<file path="config.mk">
export PLATFORM = sky130hd
export DESIGN_NAME = bcd_converter
export DESIGN_NICKNAME = d
export VERILOG_FILES = /design/src/rtl/bcd_converter.sv
export SDC_FILE = /design/constraint.sdc
export NUM_CORES = 1
export LEC_CHECK = 0
export CORE_AREA = 3 3 87 89
export CTS_BUF_LIST = sky130_fd_sc_hd__clkbuf_4
export DETAILED_ROUTE_END_ITERATION = 12
export DIE_AREA = 0 0 90 92
export DONT_BUFFER_PORTS = 1
export GPL_ROUTABILITY_DRIVEN = 0
export SYNTH_ARGS = -nofsm -noshare
export SYNTH_HDL_FRONTEND = slang
export SYNTH_SLANG_ARGS = --single-unit
export TNS_END_PERCENT = 30
</file>
<file path="constraint.sdc">
create_clock -name clk -period 2.65 [get_ports clk]
set_input_delay 0 -clock clk [delete_from_list [all_inputs] [get_ports clk]]
set_output_delay 0 -clock clk [all_outputs]
set_load 0.01 [all_outputs]
</file>
<file path="src/rtl/bcd_converter.sv">
// bcd_converter: sequential double-dabble binary-to-BCD converter with a valid/ready input and held result
module bcd_converter #(
  parameter int BIN_WIDTH = 14,
  parameter int DIGITS    = 4
) (
  input  logic                  clk,
  input  logic                  rst,
  input  logic                  in_valid,
  output logic                  in_ready,
  input  logic [BIN_WIDTH-1:0]  bin,
  output logic [4*DIGITS-1:0]   bcd,
  output logic                  out_valid,
  output logic                  overflow
);
  localparam int WW = 4 * DIGITS;
  localparam int CW = $clog2(BIN_WIDTH + 1);
  localparam logic [BIN_WIDTH-1:0] LIMIT = BIN_WIDTH'(10 ** DIGITS);
  localparam logic [BIN_WIDTH-1:0] SAT   = BIN_WIDTH'(10 ** DIGITS - 1);

  typedef enum logic {IDLE, SHIFT} state_t;

  state_t                  r_state, w_next_state;
  logic [WW-1:0]           r_work, w_adj;
  logic [BIN_WIDTH-1:0]    r_bin;
  logic [CW-1:0]           r_cnt;
  logic                    r_ovf;
  logic                    w_accept, w_done, w_sat;
  logic [WW+BIN_WIDTH-1:0] w_cat;

  for (genvar d = 0; d < DIGITS; d++) begin : g_adj
    assign w_adj[4*d+:4] = (r_work[4*d+:4] >= 4'd5) ? r_work[4*d+:4] + 4'd3 : r_work[4*d+:4];
  end

  // Work and binary registers shift as one; the binary MSB enters work bit 0.
  assign w_cat    = {w_adj, r_bin} << 1;
  assign w_sat    = bin >= LIMIT;
  assign in_ready = (r_state == IDLE);

  // State register
  always_ff @(posedge clk or posedge rst) begin
    if (rst) r_state <= IDLE;
    else     r_state <= w_next_state;
  end

  // Next state, acceptance and completion decode
  always_comb begin
    w_next_state = r_state;
    w_accept     = 1'b0;
    w_done       = 1'b0;
    if (r_state == IDLE) begin
      w_accept     = in_valid;
      w_next_state = in_valid ? SHIFT : IDLE;
    end else begin
      w_done       = (r_cnt == CW'(1));
      w_next_state = w_done ? IDLE : SHIFT;
    end
  end

  // Datapath: load on acceptance, iterate in SHIFT, publish result only on the final iteration
  always_ff @(posedge clk or posedge rst) begin
    if (rst) begin
      r_work    <= '0;
      r_bin     <= '0;
      r_cnt     <= '0;
      r_ovf     <= 1'b0;
      bcd       <= '0;
      overflow  <= 1'b0;
      out_valid <= 1'b0;
    end else begin
      out_valid <= w_done;
      if (w_accept) begin
        r_bin  <= w_sat ? SAT : bin;
        r_work <= '0;
        r_ovf  <= w_sat;
        r_cnt  <= CW'(BIN_WIDTH);
      end else if (r_state == SHIFT) begin
        r_work <= w_cat[WW+BIN_WIDTH-1:BIN_WIDTH];
        r_bin  <= w_cat[BIN_WIDTH-1:0];
        r_cnt  <= r_cnt - 1'b1;
      end
      if (w_done) begin
        bcd      <= w_cat[WW+BIN_WIDTH-1:BIN_WIDTH];
        overflow <= r_ovf;
      end
    end
  end
endmodule
</file>
==> metrics.md, run 1 <==
| Metric | Value |
|---|---|
| Max cap viols | 0 |
| Fillers | 719 |
| Slowest Stage Delay on Critical Path | 0.42 ns |
| Kind of critical path | reg -> reg |
| Period minus WS final | 1.778 ns |
| Vias in the first global route | 2027 |
| Post-synthesis mux area share | 6.419% |
| Crit Path Max Fanout | 21 |
| Seq/Total Area, Yosys | 50.23% |
| Post-synth EDFFs | 0 |
| Gr busiest metal | met2 |
| Worst path required time | 2.96 ns |
| Post-synth ARST share | 100.0% |
| Grt met3 use | 3.938% |
| Die ar. | around 8300 sq um |
| Crit end category | flop |
| Syn nets | 295 |
| Status | complete, no violations |
| Initial antenna violation count | 0 |
| Top Family by Delay on Critical Path | buffers and inverters |
| Worst skew pair latency | approximately 0.39 ns |
| CTS Sinks | 54 |
| Antenna fix cells | 0 |
| Crit path to | bcd[13] |
| Final hold viol count | 0 |
| Worst vdd ir | 0.0003137 V |
| DRC Markers | 0 |
| Top_reg_cell synth | dfrtp_1 |
| Initial DRC count | 71 |
| Routed wire length | approximately 5.5 mm |
| Largest net degree at the start of global routing | 32 |
| First-pass GRT wire length | between 9 and 10 mm |
| Root Buffer | clkbuf_4 |
| Worst reg2reg path depth | 5 |
| Non-Filler Instances | 379 |
| Synth Area in Simple Gates | between 10% and 20% |
| Clk pin slew, worst setup/hold paths | 0.18 ns |
| Post-DRT Antenna Nets | 0 |
| Final Max Slew Viols | 0 |
| Grt met2 use | 24.33% |
| HP Class | in -> reg |
| Synthesized flop and latch total | 54 |
| Leading cell type in the layout, fill and taps excluded | dfrtp_1 |
| Slew margin rel. | between 30% and 40% |
| Nets@finish | slightly above 300 |
| Clk_skew | around 0.017 ns |
| Layout cells sized above 1 | 11.31% |
| FMAX | around 560 MHz |
| FF-to-FF End | bcd[13] |
| CP arrival | 2.09 ns |
| Pre-antenna DRT Iters | 4 |
| Setup violators final | 0 |
| Vias/cell | 5.119 |
| Gate Count Post-Synth | 268 |
| WP buf/inv | 2 |
| Ports | 36 |
| Placed cell count | about 360 |
| Slew at the pin with the worst max-slew slack | around 0.90 ns |
| Detailed Place HPWL | 3.781 mm |
| Buffers on Ports | 0 |
| Hold buffers post-CTS | 16 |
| Vias | 1940 |
| Largest family of logic cells by synthesized area | compound AO/OA/AOI/OAI gates |
| Pleak | 0.001405 uW |
| Die X | ~90 um |
| R2R Path Start | r_cnt[1] |
| FF-to-FF setup slack | about 0.87 ns |
| Wire per inst | 14.52 um |
| Core Util, Final | between 40% and 50% |
| CORE AREA | 6832 sq um |
| Grt met1 use | around 18% |
| RSZ-0062 raised after global routing | false |
| CTS tree | done |
| Startpoint Class | flop |
| TritonCTS buffer count | 5 |
| Post-synthesis xor/xnor area fraction | 1.628% |
| Worst Setup SP | r_cnt[1] |
| Post-CTS Setup Bufs | 0 |
| Final TNS setup | 0 ns |
| Slowest cell on the critical path | dfrtp_1 |
| WP depth | 5 |
| Chip height | 92 um |
| GRT overflow | 0 |
| Pwr per Cell Area | 1112 nW/um^2 |
| Mapped Area | 2690 sq um |
| FP Rows | 30 |
| Crit path cell chain | inv_1, ha_1, nand3_2, inv_2, mux2_2 |
| Maximum root-to-sink buffer count | 2 |
| Total track usage | ~14% |
| YS warnings | 0 |
| Synth Area in Compound Gates | 16.79% |
| Initial core utilization | 39.38% |
| Post-synthesis adder-cell area fraction | 4.651% |
| Unique cell type count in the Yosys netlist | 41 |
| Area Growth Syn to Fin | 11.21% |
| Commonest non-fill, non-tap cells in the layout | dfrtp_1, nand2_1, o21ai_0 |
| Syn Area/Cell | 10.04 sq um |
| Post_cts resized | 0 |
| Final period util | around 67% |
| H-tree depth | 2 |
## cells by family (layout without fill, tap and decap cells)
kind of cell,count (synthesis),in the layout
compound gates,69,69
xor+xnor,5,5
fa+ha+maj,10,10
buf+inv,28,43
flops,54,54
mux,15,15
simple gates,87,87
## synth_stat cells (2+ instances only)
cell type	instances	area, sq um
dfrtp_1	54	1351
buf_4	4	30.03
a22o_1	5	43.79
ha_1	10	125.1
mux2_2	2	22.52
buf_2	6	30.03
a21oi_1	13	65.06
inv_1	13	48.80
clkbuf_1	3	11.26
nor2_1	10	37.54
a21o_1	8	60.06
nor3b_1	7	52.55
a21oi_4	2	32.53
nand2_1	42	157.7
inv_2	2	7.510
mux2i_1	9	90.09
and3_1	3	18.77
a21oi_2	2	17.52
nand3_1	5	25.02
mux2_4	4	60.06
nand2b_2	2	17.52
nor3_1	10	50.05
nand2b_1	2	12.51
xnor2_1	5	43.79
o21ai_0	29	145.1
## stage by stage
stage	hold WS, ns	instance area [sq um]	setup slack (ns)	power, uW
2_1_floorplan	0.1163	2690	1.173	2648
3_3_place_gp	0.01954	2769	0.8992	2896
3_5_place_dp	0.02162	2769	0.8523	2949
4_1_cts	0.002116	2992	0.8519	3374
5_1_grt	0.08288	2992	0.7066	3677
6_report	0.02185	2992	0.8722	3326
## worst min-delay path by stage
stage                        from        to  slack, ns  cells after the start
after floorplan            bin[4]  r_bin[4]       0.12                      1
after global placement        rst  r_bin[5]       0.02                      1
after detailed placement      rst  r_bin[5]       0.02                      1
after CTS                 bin[13]     r_ovf      0.002                      4
after global routing      bin[13]     r_ovf       0.08                      4
final                     bin[13]     r_ovf       0.02                      4
## cell type report
cell class,instances,area (sq um),area share (%)
Tap cell,96,120.1,4.015
Sequential cell,54,1351,45.17
Multi-Input combinational cell,186,1211,40.49
Clock inverter,3,25.02,0.8365
Timing Repair Buffer,20,190.2,6.357
Clock buffer,5,37.54,1.255
Inverter,15,56.30,1.882
## per-layer routing
layer,vias up,share of wire (%)
met1,936,45
met5,-,0
met4,0,1.5
met2,45,48
li1,949,-
met3,10,5.2
## state kept, by name (all words and copies together) (netlist names)
signal and cells:
r_ovf 1, overflow 1, r_work 16, r_bin 14, r_state 1, bcd 16, out_valid 1, r_cnt 4
## tightest hold or removal path: stages
cell     delay, ns
o21ai_0       0.11
nand2_1       0.12
a21oi_2       0.06
nor2_1        0.09
## power by group
part           leakage (uW)  total (uW)  internal (uW)  switching, uW
combinational      0.000698        1370            664            708
clock             0.0000318         389            109            280
sequential         0.000676        1570           1200            367
total               0.00141        3330           1970           1350
Note: power is estimated with default switching activity, not from simulation.
==> inputs of run 2 (changes only) <==
clock period = 1.5 ns   (was 2.65 ns; I/O delays follow)
==> run 2 against run 1 <==
  * Via count increased by 6.8%
  * Worst hold slack gained 0.016 ns
  * Register-to-register slack worse by 0.86 ns
  * Critical path depth grew 1
  * Power grew 110%
==> metrics.md, run 2 (same netlist as run 1, synthesis figures left out) <==
| Metric | Value |
|---|---|
| Int Power | 4256 uW (+120%) |
| Slew margin rel. | 46.67% (+6.9 points) |
| Share of power burned in registers | 40.5% (-6.6 points) |
| Clk pin slew, worst setup/hold paths | 0.17 ns (about the same) |
| Status | complete, no violations |
| Pwr per Cell Area | 2058 nW/um^2 (+85%) |
| Fillers | 664 (-7.6%) |
| GRT overflow | 0 (unchanged) |
| Chip height | 92 um (unchanged) |
| Area post-placement | 2914 sq um (+5.2%) |
| Kind of critical path | reg -> reg |
| Leading cell type in the layout, fill and taps excluded | dfrtp_1 |
| Crit Path Max Fanout | 3 (-86%) |
| Startpoint Class | flop |
| Nets@finish | 334 (+8.1%) |
| Die ar. | 8280 sq um (unchanged) |
| Period minus WS final | 1.484 ns (-0.2938 ns) |
| DRC Markers | 0 (unchanged) |
| FF-to-FF setup slack | 0.02 ns (-0.86 ns) |
| Pleak | 0.001571 uW (+12%) |
| Sequential Area | 1354 sq um (+0.19%) |
| Slew at the pin with the worst max-slew slack | 0.7999 ns (-0.1005 ns) |
| Final period util | 98.93% (+32 points) |
| Final hold viol count | 0 (unchanged) |
| Largest net degree at the start of global routing | 55 (+72%) |
| Comb pwr share | 47.5% (+6.3 points) |
| Top flop regs | bcd: 16 flops, r_work: 16 flops, r_bin: 14 flops |
| Final Max Slew Viols | 0 (unchanged) |
| Die X | 90 um (unchanged) |
| HP Class | in -> reg |
| CORE AREA | 6832 sq um (unchanged) |
| Maximum root-to-sink buffer count | 2 (unchanged) |
| Crit end category | flop |
| Layout cells sized above 1 | 24.68% (+13 points) |
| Post-DRT Antenna Nets | 0 (unchanged) |
| FMAX | 673.9 MHz (+20%) |
| Initial antenna violation count | 0 (unchanged) |
| Vias | 2071 (+6.8%) |
| Multi-input logic area | 1336 sq um (+10%) |
| FP Rows | 30 (unchanged) |
| Total track usage | 14.82% (+0.39 points) |
| Worst path required time | 1.83 ns (-1.13 ns) |
| Detailed Place HPWL | 3.783 mm (about the same) |
| Ports | 36 (unchanged) |
| TritonCTS buffer count | 5 (unchanged) |
| Core Util, Final | 49.29% (+5.5 points) |
| Vias/cell | 5.126 (+0.15%) |
| Placed cell count | 371 (+4.5%) |
| Hold Startpoint | bin[11] |
| Worst vdd ir | 0.0006308 V (+100%) |
| Finished Cell Area | 3367 sq um (+13%) |
| First-pass GRT wire length | 10.05 mm (+3.7%) |
| CP arrival | 1.81 ns (-0.28 ns) |
| Worst Hold End | r_ovf |
| Commonest non-fill, non-tap cells in the layout | dfrtp_1, nand2_1, o21ai_0 |
| Antenna fix cells | 0 (unchanged) |
| WHS Path Cells | 4 (unchanged) |
| Setup violators final | 0 (unchanged) |
| FF-to-FF End | bcd[2] |
| Clock power share | 12.0% (+0.3 points) |
| Area Growth Syn to Fin | 25.16% |
| RSZ-0062 raised after global routing | true |
| Pre-antenna DRT Iters | 4 (unchanged) |
| Clk_skew | 0.01804 ns (+0.0008483 ns) |
| Worst skew pair latency | 0.38 ns (about the same) |
| Sw frac | 38.58% (-2.1 points) |
| CTS tree | done |
| Switch Pwr | 2674 uW (+97%) |
| H-tree depth | 2 (unchanged) |
| Max cap viols | 0 (unchanged) |
| CTS Sinks | 54 (unchanged) |
| Final hold slack | 0.03738 ns (+0.01552 ns) |
| Worst reg2reg path depth | 6 (+1) |
| Non-Filler Instances | 404 (+6.6%) |
| Wire per inst | 14.78 um (+1.8%) |
| Initial DRC count | 108 (+52%) |
| Vias in the first global route | 2069 (+2.1%) |
| Root Buffer | clkbuf_4 |
| Buffers on Ports | 0 (unchanged) |
| R2R Path Start | r_work[0] |
| Initial core utilization | 39.38% (unchanged) |
| Final TNS setup | 0 ns (unchanged) |
| Routed wire length | 5.972 mm (+8.5%) |
run 2: cell types whose count changed in the layout (fill, tap and decap cells not counted), sizes merged:
cell | before | now
buf | 4 | 24
dlygate4sd3 | 16 | 20
bufinv | 0 | 1
clkinv | 1 | 2
clkinvlp | 1 | 0
dlymetal6s4s | 0 | 1
inv | 16 | 15
run 2: repair_timing:
| action | 4_1_cts | 5_1_grt |
|---|---|---|
| endpoints found under the hold margin | 83 | 0 |
| hold buffers | 21 | 0 |
| pin swaps | 2 | 9 |
| gates cloned | 0 | 0 |
| setup buffers | 2 | 2 |
| setup endpoints to repair | 5 | 20 |
| gates resized for setup | 2 | 35 |
run 2: per-layer routing:
| layer | GRT usage [%] | vias up | share of wire (%) |
|---|---|---|---|
| li1 | - | 1001 | - |
| met1 | 18.18 | 1019 | 44 |
| met2 | 25.58 | 47 | 51 |
| met3 | 4.020 | 4 | 4.9 |
| met4 | 4.337 | 0 | 0.80 |
| met5 | 0 | - | 0 |
run 2: critical path, cell delays in order (launching register included):
cell	delay [ns]
dfrtp_1	0.43
inv_1	0.09
ha_2	0.22
nand2b_4	0.07
a21oi_2	0.17
mux2_4	0.33
o21ai_1	0.12
run 2: layout make-up:
| class | instances | share of cell area (%) |
|---|---|---|
| sequential | 54 | 40.21 |
| multi-input combinational | 186 | 39.69 |
| timing repair buffer | 45 | 12.41 |
| tap | 96 | 3.567 |
| inverter | 15 | 1.709 |
| clock inverter | 3 | 1.301 |
| clock buffer | 5 | 1.115 |
run 2: through the flow:
stage / total power (uW) / worst slack (ns)
global route: 7525 / -0.04701
floorplan: 4678 / 0.02261
global placement: 5390 / 0.02703
finish: 6930 / 0.01603
detailed placement: 5478 / 0.01466
CTS: 6470 / 0.002558
run 2: worst max path at each step:
stage	startpoint	to	slack [ns]	cells past startpoint
floorplan	r_work[0]	bcd[2]	0.02	6
global placement	r_work[8]	bcd[10]	0.03	5
detailed placement	r_work[8]	bcd[10]	0.01	5
CTS	r_work[8]	bcd[10]	0.003	5
global route	r_work[9]	bcd[10]	-0.05	6
finish	r_work[0]	bcd[2]	0.02	6
run 2: power by group through the flow:
stage / clock network [uW] / registers [uW] / logic, uW
finish: 835 / 2810 / 3290
global route: 916 / 2910 / 3700
CTS: 869 / 2780 / 2820
detailed placement: 0 / 2810 / 2670
global placement: 0 / 2790 / 2600
floorplan: 0 / 2640 / 2040
